==> src/rtl/mult_sequencer.sv <==
// Control FSM for a shift-add sequential multiplier: IDLE -> LOAD -> CALC (WIDTH iterations) -> DONE.
// Latency: loaddata one cycle after start, WIDTH shift cycles, done held until result_ack; no backpressure beyond result_ack.
module mult_sequencer #(
  parameter int WIDTH = 8
) (
  input  logic                     clk,
  input  logic                     reset,
  input  logic                     inputdata_ready,
  input  logic                     mplr_lsb,
  input  logic                     abort,
  input  logic                     result_ack,
  output logic                     loaddata,
  output logic                     add_en,
  output logic                     shift_en,
  output logic [$clog2(WIDTH)-1:0] count,
  output logic                     busy,
  output logic                     done
);

  localparam int CW = $clog2(WIDTH);
  localparam logic [CW-1:0] LAST = CW'(WIDTH - 1);

  typedef enum logic [1:0] {
    IDLE = 2'b00,
    LOAD = 2'b01,
    CALC = 2'b10,
    DONE = 2'b11
  } state_t;

  state_t          state, state_nxt;
  logic [CW-1:0]   count_nxt;

  always_ff @(posedge clk or negedge reset) begin
    if (!reset) begin
      state <= IDLE;
      count <= '0;
    end else begin
      state <= state_nxt;
      count <= count_nxt;
    end
  end

  always_comb begin
    state_nxt = IDLE;
    count_nxt = count;
    loaddata  = 1'b0;
    add_en    = 1'b0;
    shift_en  = 1'b0;
    busy      = 1'b0;
    done      = 1'b0;
    case (state)
      IDLE: begin
        if (inputdata_ready) begin
          state_nxt = LOAD;
          count_nxt = '0;
        end else begin
          state_nxt = IDLE;
        end
      end
      LOAD: begin
        loaddata  = 1'b1;
        busy      = 1'b1;
        count_nxt = '0;
        state_nxt = CALC;
      end
      CALC: begin
        busy = 1'b1;
        // abort suppresses datapath activity in the cycle it is seen
        if (abort) begin
          state_nxt = IDLE;
        end else begin
          shift_en = 1'b1;
          add_en   = mplr_lsb;
          if (count == LAST) begin
            state_nxt = DONE;
          end else begin
            state_nxt = CALC;
            count_nxt = count + 1'b1;
          end
        end
      end
      DONE: begin
        done      = 1'b1;
        state_nxt = result_ack ? IDLE : DONE;
      end
      default: state_nxt = IDLE;
    endcase
  end

endmodule

==> config.mk <==
export PLATFORM = sky130hd
export DESIGN_NAME = mult_sequencer
export DESIGN_NICKNAME = d
export VERILOG_FILES = /design/src/rtl/mult_sequencer.sv
export SDC_FILE = /design/constraint.sdc
export NUM_CORES = 1
export LEC_CHECK = 0
export ABC_AREA = 0
export BUFFER_PORTS_ARGS = -buffer_cell sky130_fd_sc_hd__clkbuf_2
export CORE_AREA = 5 5 42 44
export DETAILED_ROUTE_END_ITERATION = 6
export DIE_AREA = 0 0 47 49
export PLACE_DENSITY_LB_ADDON = 0.3
export SYNTH_ARGS = -nofsm -noshare
export SYNTH_HDL_FRONTEND = slang
export SYNTH_SLANG_ARGS = --single-unit
==> constraint.sdc <==
create_clock -name clk -period 2.15 [get_ports clk]
set_input_delay 0.645 -clock clk [delete_from_list [all_inputs] [get_ports clk]]
set_output_delay 0.645 -clock clk [all_outputs]
set_load 0.05 [all_outputs]
# After elaboration in Yosys (flattened, before gate mapping)
# Index checks and enable logic that the tools add are counted.
[op_classes]
n_addsub = 1
n_eq_ne = 7
mux = 16
n_reduce_logical = 4
[ops]
columns = ["op", "count"]
rows = [
  ["$mux 1", 9],
  ["$mux 3", 3],
  ["$pmux 3 s3", 1],
  ["$pmux 2 s4", 1],
  ["$ne 2x2->1 const B", 3],
  ["$eq 2x2->1 const B", 2],
  ["$mux 2", 2],
  ["$reduce_and 4->1", 1],
  ["$add 3x1->3 const B", 1],
  ["$eq 3x3->1 const B", 1],
  ["$reduce_bool 3->1", 1],
  ["$eq 2x1->1 const B", 1],
  ["$logic_not 2->1", 1],
  ["$reduce_or 2->1", 1],
]
[word_totals]
register_bits = 5
inputBits = 6
output_inout_bits = 8

# Logic depth before layout (Yosys ltp)
# Gate-level depths: netlist (run 1).
[logic_depth]
depth_word = 4
depth_mapped = 5

# Worst setup path before layout (run 1)
# No wires, ideal clock.
[synth_path]
path_kind = "input to output"
start = "in abort"
end = "out add_en"
t_arrival_ns = 1.498
required_time_ns = 1.505
slack_ns = 0.007
cell_stages = 2
path_cell_list = "and2b_2 and2_1"
[synth_via]
elab_chain_len = 2
[synth_lines]
columns = ["item", "line_no", "text"]
rows = [
  ["from (decl)", "10", "input logic abort,"],
  ["$mux 1", "69", "if (abort) begin"],
  ["$mux 1", "51", "case (state)"],
  ["to (decl)", "13", "output logic add_en,"],
]
# Every way passes these cells.

# Worst setup path after layout (run 1)
[layout_path]
start = "reg state[0]"
end = "out add_en"
[layout_via]
elab_chain_len = 2
[layout_lines]
columns = ["item", "line_no", "text"]
rows = [
  ["from (decl)", "30", "state_t state, state_nxt;"],
  ["from (signal assigned)", "38", "state <= state_nxt;"],
  ["$eq 2x2->1", "51", ""],
  ["$mux 1", "51", ""],
]
# Every way passes these cells.

==> impl_results.md, run 1 <==
* Status: complete, no violations
* Yosys cell types at 15
* Post-Syn Area at ~340 um^2
* Post-synthesis mux area share at around a tenth
* DR iter-0 viols at 0
* Simple-gate share of the synthesized area at approximately a fifth
* Commonest non-fill, non-tap cell in the layout: clkbuf_2
* Core Area at about 0.0014 mm^2
* Critical Path RT at 1500 ps
* Max_cap viols at 0
* Final cell count without fillers at 66
* CTS H-tree depth at 1
* Synth Area in Compound Gates at about 7.3%
* Critical-path cell list: inv_1 > ha_2 > and2b_2 > and2_1 > buf_4
* Antenna violations before repair at 0
* Crit-path max cell delay at between 300 and 400 ps
* Seq/Total Area, Yosys at a little over a third
* Max Freq at roughly 480 MHz
* Number of global-route vias before repair at approximately 230
* Seq pwr share at a little over a fifth
* Max_slew headroom at between 80 and 90%
* Synthesized netlist net count at between 40 and 50
* Top Ports at 14
* ANT cells at 0
* Wire per inst at between 9 and 10 um
* CTS Sinks at 5
* Psw at 379.2 uW
* Clock buffer depth at 2
* GR Overflow Total at 0
* Critical Path Source Type: flip-flop
* Final hold viol count at 0
* Placer Congestion at ~0.72
* Clock share of power at 14.4%
* Total CTS buffers at 3
* Syn Inst Count at 31
* DIE HEIGHT at 49 um
* Post-synthesis xor/xnor area fraction at 0%
* Internal at between 300 and 400 uW
* Largest net degree at the start of global routing at 6
* Worst EP arrival at ~1400 ps
* Min Tclk post-route at 2066 ps
* Multi-input logic area at 206.4 um^2
* Reg clk slew, reported paths at about 40 ps
* Worst Hold Class: in2async
* Tcrit/Tclk final at a little over nine tenths
* Layout area overhead at 38.18%
* Final nets at 63
* Sw Share at roughly half
* Worst-path maximum fanout at 4
* Final Setup Violations at 0
* Die ar. at roughly 0.0023 mm^2
* Largest family of logic cells by synthesized area: adder cells
* FILL cells at 153
* Root Buffer: clkbuf_4
* Yosys Warn Count at 0
* # DRC at 0
* Commonest non-fill, non-tap cells in the layout: 12 x clkbuf_2, 5 x ha_1, 5 x dfrtp_1
* Vias at around 270
* DRT Wirelength at roughly 620 um
* Worst-case reg-to-reg path depth at 5
* P_leak at roughly 0.00027 uW
* Register Area at between 100 and 150 um^2
* Master of the slowest instance on the critical path: dfrtp_1
* Critical Path End Type: primary output
* Global-route usage over all layers at between 6 and 7%
* Final Skew at 5.020 ps
* Port-buffer cells at 13
* Clk_lat worst skew at roughly 240 ps
* Max Slew Vio Count at 0
* Post-synthesis adder-cell area fraction at between 20% and 30%
* Die width at about 47 um
* Hpwl dp at between 500 and 600 um
* Logic pwr share at roughly 64%
* Vias/cell at approximately 4.1
* Syn avg cell area at roughly 11 um^2
* Share of cells above drive strength 1 at ~46%
* Starting Density at ~25%
* Placed cells at between 60 and 70
* PwrDens at between 1500 and 2000 mW/mm^2
* Row count at 14
* CTS tree: built
* Drt pass-1 iters at 1
* First-pass GRT wire length at about 970 um
* Max rail drop VDD at around 0.75 mV
* Register bit count reported by yosys at 5
* Worst Max-Slew Pin Slew at approximately 280 ps
* Setup TNS at 0 ps
* Hold Buf Count CTS at 0
* Fin Hold WS at ~210 ps
* Final ANT Viol Nets at 0
* WS Path Type: reg2out
-- kinds of logic (layout without fill, tap and decap cells) --
kind of cell / count (synthesis) / count (layout)
mux: 3 / 3
compound gates: 4 / 4
fa+ha+maj: 6 / 6
buf+inv: 4 / 23
flops: 5 / 5
simple gates: 9 / 9
-- cell usage after synthesis (all sizes together) --
library cell,instances,area share [%]
inv,4,4.4
nand2,2,2.2
o21ai,2,2.9
dfrtp,5,36
mux2i,2,5.8
ha,6,22
nor2,1,1.1
a211oi,1,2.2
nor3,1,4.7
and2b,1,2.5
mux2,1,4.4
and2,1,1.8
o21a,1,2.2
nor2b,3,7.6
-- sequential cells by signal, indices dropped and copies added (netlist names) --
signal,count
count,3
state,2
-- worst max-delay path, delay by kind of cell, from the launching register on --
family	cells	cell delay [ps]
buf+inv	2	260
fa+ha+maj	1	190
flops	1	360
simple gates	2	360
-- repair_timing --
| action | in CTS | in global routing |
|---|---|---|
| gates resized for setup | 1 | 2 |
| setup buffers | 0 | 1 |
| endpoints found under the setup margin | 1 | 1 |
| gates cloned | 0 | 0 |
-- final cells by class --
cell class | count | share of cell area, %
clock buffers | 4 | 5.526
inverters | 4 | 3.158
multi-input cells | 22 | 43.42
flip-flops and latches | 5 | 26.32
well taps | 16 | 4.211
repair buffers | 15 | 17.37
-- worst paths after layout --
path                       startpoint  endpoint  slack [ps]
max in group asynchronous       reset  count[2]        1800
setup / recovery             state[0]    add_en          80
setup reg to reg             count[0]  count[0]         490
hold / removal                  reset  state[0]         210
min in group clk             count[1]  count[1]         540
hold reg to reg              count[1]  count[1]         540
-- per-layer routing --
metal  up-vias  track usage [%]  wire, um
li1        138                -         -
met3         0            3.690        84
met2        12            7.692       283
met4         0            2.765         0
met5         -                0         0
met1       121            7.848       255
-- per-stage QoR --
step / utilization [%] / setup WS, ps / power (uW) / cell area, um^2
after floorplan: - / 7.008 / 537.9 / 344.1
after global placement: 31.16 / 163.1 / 625.5 / 436.7
after detailed placement: 31.16 / 148.5 / 623.4 / 436.7
after CTS: 33.21 / 2.121 / 739.3 / 465.4
after global routing: 33.93 / -10.19 / 793.3 / 475.5
final: 33.93 / 83.53 / 738.2 / 475.5
-- power groups by stage --
stage / clock network [uW] / logic [uW] / registers, uW
floorplan: 0 / 333 / 205
global placement: 0 / 465 / 161
detailed placement: 0 / 463 / 160
CTS: 112 / 468 / 159
global route: 120 / 508 / 165
finish: 106 / 474 / 158
(Power assumes the default switching activity.)
==> run 2: changes to the inputs <==
--- a/config.mk
+++ b/config.mk
@@ -7,6 +7,8 @@
 export LEC_CHECK = 0
 export ABC_AREA = 0
 export BUFFER_PORTS_ARGS = -buffer_cell sky130_fd_sc_hd__clkbuf_2
+export CELL_PAD_IN_SITES_DETAIL_PLACEMENT = 1
+export CELL_PAD_IN_SITES_GLOBAL_PLACEMENT = 1
 export CORE_AREA = 5 5 42 44
 export DETAILED_ROUTE_END_ITERATION = 6
 export DIE_AREA = 0 0 47 49
@@ -14,3 +16,4 @@
 export SYNTH_ARGS = -nofsm -noshare
 export SYNTH_HDL_FRONTEND = slang
 export SYNTH_SLANG_ARGS = --single-unit
+export TNS_END_PERCENT = 100
==> impl_results.md, run 2 (synthesis gave the netlist of run 1 again) <==
* Commonest non-fill, non-tap cells in the layout: 12 x clkbuf_2, 5 x ha_1, 5 x dfrtp_1
* Vias/cell at between 4 and 5
* Worst Hold Class: in2async
* CTS Sinks at 5
* Row count at 14
* DRT Wirelength at roughly 750 um
* Worst EP arrival at around 1400 ps
* FILL cells at approximately 190
* Total CTS buffers at 3
* DIE HEIGHT at around 50 um
* Number of global-route vias before repair at roughly 290
* Largest Register: count
* Final ANT Viol Nets at 0
* Max_cap viols at 0
* Die width at 47 um
* Max_slew headroom at between 80% and 90%
* Layout area overhead at 42.18%
* Final Setup Violations at 0
* P_leak at ~0.00027 uW
* Final Skew at approximately 1.9 ps
* Root Buffer: clkbuf_4
* Psw at 390.4 uW
* Seq pwr share at 20.7%
* RSZ-0062 raised after global routing: no
* Clock buffer depth at 2
* # DRC at 0
* Starting Density at approximately a quarter
* Placed cells at 61
* First-pass GRT wire length at approximately 1.2 mm
* Global-route usage over all layers at ~7.5%
* Final hold viol count at 0
* Setup TNS at 0 ps
* Wire per inst at about 11 um
* Final cell count without fillers at 67
* Antenna violations before repair at 0
* Tcrit/Tclk final at 95.84%
* Logic pwr share at around two thirds
* Commonest non-fill, non-tap cell in the layout: clkbuf_2
* Utilization after layout at 34.91%
* Top Registers: count (3), state (2)
* DR iter-0 viols at 1
* Min Tclk post-route at approximately 2100 ps
* Die ar. at 0.002303 mm^2
* Clock share of power at between 10% and 20%
* Max Slew Vio Count at 0
* Port-buffer cells at 13
* GR Overflow Total at 0
* Worst-path maximum fanout at 4
* Power, Total at about 760 uW
* Critical Path End Type: primary output
* Core Area at 0.001401 mm^2
* Max reg flops at 3
* Top Ports at 14
* Max Freq at 485.3 MHz
* Critical Path Source Type: flip-flop
* Largest net degree at the start of global routing at 6
* Internal at ~370 uW
* Vias at around 280
* Hpwl dp at around 600 um
* PwrDens at between 1500 and 2000 mW/mm^2
* CTS H-tree depth at 1
* Max rail drop VDD at between 0.4 and 0.5 mV
* Placer Congestion at approximately 0.64
* Drt pass-1 iters at 2
* Final nets at 64
* Clk_lat worst skew at between 200 and 300 ps
* ANT cells at 0
* Sw Share at approximately 51%
* Critical Path RT at 1500 ps
* Status: complete, no violations
* Worst Max-Slew Pin Slew at roughly 280 ps
* WS Path Type: reg2out
* CTS tree: built
* Share of cells above drive strength 1 at between 40% and 50%
* Hold Buf Count CTS at 0
* Reg clk slew, reported paths at ~40 ps
run 2: power by group through the flow:
stage,logic (uW),registers [uW],clock network (uW)
6_report,495,158,110
5_1_grt,533,166,125
4_1_cts,475,162,114
3_5_place_dp,467,163,0
3_3_place_gp,466,162,0
2_1_floorplan,333,205,0
run 2: through the flow:
step	area, um^2	setup slack, ps	hold WS [ps]
6_report	489.2	89.50	206.8
4_1_cts	471.7	17.22	206.0
3_3_place_gp	436.7	168.4	471.3
3_5_place_dp	436.7	156.0	468.2
5_1_grt	489.2	0.6040	195.8
2_1_floorplan	344.1	7.008	349.4
run 2: critical path, stage by stage (launching register included):
cell	delay, ps
dfrtp_1	360
inv_1	80
ha_2	190
and2b_2	210
and2_1	160
clkbuf_8	170
run 2: what timing repair did:
| action | CTS | global route |
|---|---|---|
| endpoints found under the setup margin | 1 | 1 |
| setup buffers | 0 | 2 |
| resized for setup | 2 | 1 |
run 2: per-layer routing:
layer | wire [um] | global-route usage, % | share of wire, %
met4 | 0 | 4.147 | 0
met2 | 381 | 10.18 | 51
met3 | 65 | 4.797 | 8.7
met1 | 303 | 8.764 | 40
met5 | 0 | 0 | 0
run 2: final cells by class:
cell class                      instances  area (um^2)  area share (%)
Clock buffer                            4        26.28           5.371
Timing Repair Buffer                   16        96.34           19.69
Sequential cell                         5        125.1           25.58
Tap cell                               16        20.02           4.092
Inverter                                4        15.01           3.069
Multi-Input combinational cell         22        206.4           42.20
run 2: final timing paths:
kind                             to  slack, ps  depth (start not counted)     start
min reg2reg                state[1]        540                          1  state[1]
min in group clk           state[1]        540                          1  state[1]
max in group asynchronous  count[1]       1810                          1     reset
max reg2reg                count[0]        490                          5  count[0]
min                        count[0]        210                          1     reset
max                          add_en         90                          5  state[0]
==> run 3: changes to the inputs <==
--- a/config.mk
+++ b/config.mk
@@ -9,9 +9,9 @@
 export BUFFER_PORTS_ARGS = -buffer_cell sky130_fd_sc_hd__clkbuf_2
 export CELL_PAD_IN_SITES_DETAIL_PLACEMENT = 1
 export CELL_PAD_IN_SITES_GLOBAL_PLACEMENT = 1
-export CORE_AREA = 5 5 42 44
+export CORE_AREA = 2 2 39 41
 export DETAILED_ROUTE_END_ITERATION = 6
-export DIE_AREA = 0 0 47 49
+export DIE_AREA = 0 0 41 43
 export PLACE_DENSITY_LB_ADDON = 0.3
 export SYNTH_ARGS = -nofsm -noshare
 export SYNTH_HDL_FRONTEND = slang
==> impl_results.md, run 3 (synthesis gave the netlist of run 1 again) <==
* Max_cap viols at 0
* Critical Path Source Type: flip-flop
* Tcrit/Tclk final at between 90% and 100%
* Row count at 14
* Largest Register: count
* PwrDens at 1554 mW/mm^2
* CP startpoint: state[0]
* Crit-path max cell delay at approximately 360 ps
* Reg2reg setup slack at 480 ps
* DR iter-0 viols at 0
* Worst path buffer plus inverter count at 2
* Clock buffer depth at 2
* Worst Max-Slew Pin Slew at 281.9 ps
* RR Endpoint: count[0]
* Max Slew Vio Count at 0
* FILL cells at 166
* P_leak at roughly 0.00027 uW
* Port-buffer cells at 13
* Core Area at about 0.0014 mm^2
* Worst EP arrival at between 1000 and 1500 ps
* FF-to-FF Start: count[0]
* Starting Density at about a quarter
* Top Registers: count (3), state (2)
* Max rail drop VDD at 0.4317 mV
* DIE HEIGHT at ~43 um
* Placer Congestion at roughly 0.63
* Max_slew headroom at between 80% and 90%
* Worst Hold Class: in2async
* Vias/cell at ~4.3
* Root Buffer: clkbuf_4
* CTS tree: built
* Critical Path RT at approximately 1500 ps
* Top Family by Delay on Critical Path: simple AND/OR/NAND/NOR gates
* Hpwl dp at 620.5 um
* # DRC at 0
* First-pass GRT wire length at between 1 and 1.5 mm
* Fin Hold WS at ~220 ps
* Hold Buf Count CTS at 0
* Utilization after layout at around 34%
* Final hold viol count at 0
* Worst-case reg-to-reg path depth at 5
* Reg clk slew, reported paths at 40 ps
* Min Tclk post-route at slightly above 2000 ps
* WS Path Type: reg2out
* Largest net degree at the start of global routing at 6
* CTS Sinks at 5
* Top Ports at 14
* Number of global-route vias before repair at 317
* Die ar. at 0.001763 mm^2
* Die width at 41 um
* Commonest non-fill, non-tap cells in the layout: 12 x clkbuf_2, 6 x ha_1, 5 x dfrtp_1
* Vias at roughly 280
* Register Area at around 130 um^2
* Placed cells at between 60 and 70
* Wire per inst at 10.70 um
* Multi-input logic area at 203.9 um^2
* ANT cells at 0
* Clk_lat worst skew at approximately 230 ps
* CTS H-tree depth at 1
* DRT Wirelength at 706 um
* Commonest non-fill, non-tap cell in the layout: clkbuf_2
* Final ANT Viol Nets at 0
* Max Freq at approximately 480 MHz
* GR Overflow Total at 0
* Final nets at between 60 and 70
* Final Skew at between 2 and 3 ps
* Setup TNS at 0 ps
* Antenna violations before repair at 0
* Total CTS buffers at 3
* Master of the slowest instance on the critical path: dfrtp_1
* Max reg flops at 3
* Layout area overhead at 38.55%
* Global-route usage over all layers at between 10% and 20%
* Status: complete, no violations
* RSZ-0062 raised after global routing: no
* Worst-path maximum fanout at 4
* Final Setup Violations at 0
* Drt pass-1 iters at 1
* Final cell count without fillers at 66
* Share of cells above drive strength 1 at 44.00%
* Critical-path cell list: inv_1 > ha_1 > and2b_2 > and2_1 > buf_6
* Critical Path End Type: primary output
run 3: cell types whose count changed in the layout (fill, tap and decap cells not counted), sizes merged:
cell    delta
clkbuf     -1
run 3: power by group:
part	internal [uW]	switching (uW)	leakage [uW]	total [uW]
Sequential	127	30.7	0.0000661	158
Clock	69.9	34.2	0.0000150	104
Combinational	162	316	0.000187	479
Total	359	381	0.000268	741
run 3: worst max-delay path by stage:
stage	slack, ps	end	depth (start not counted)
5_1_grt	10	add_en	5
4_1_cts	10	add_en	5
2_1_floorplan	7	add_en	2
6_report	80	add_en	5
3_3_place_gp	170	add_en	4
3_5_place_dp	140	add_en	4
run 3: area by class of cell:
| type | count | area share [%] |
|---|---|---|
| timing repair buffer | 15 | 18.11 |
| inverter | 4 | 3.150 |
| multi-input combinational | 22 | 42.78 |
| tap | 16 | 4.199 |
| clock buffer | 4 | 5.512 |
| sequential | 5 | 26.25 |
run 3: metal layers:
| layer | wire (um) | GRT usage [%] | vias up |
|---|---|---|---|
| met4 | 0 | 8.000 | 0 |
| met1 | 305 | 12.21 | 131 |
| met2 | 363 | 16.56 | 9 |
| met3 | 37 | 1.571 | 0 |
| li1 | - | - | 143 |
| met5 | 0 | 0 | - |
run 3: timing repair:
item                       4_1_cts  5_1_grt
setup endpoints to repair        1        1
gates resized for setup          1        2
buffers inserted                 0        1
run 3: worst register-to-register path: cells and delay by family (launching register included):
family / cells / cell delay, ps
AOI/OAI and AO/OA: 1 / 200
adders and majority gates: 2 / 410
DFF: 1 / 400
muxes: 1 / 320
and+or+nand+nor: 1 / 220
run 3: stage by stage:
| step | setup WS (ps) | power [uW] | area (um^2) |
|---|---|---|---|
| global placement | 167.3 | 624.0 | 436.7 |
| detailed placement | 143.2 | 630.4 | 436.7 |
| finish | 81.42 | 740.7 | 476.7 |
| floorplan | 7.008 | 537.9 | 344.1 |
| global route | 9.907 | 806.9 | 476.7 |
| CTS | 12.48 | 741.6 | 465.4 |
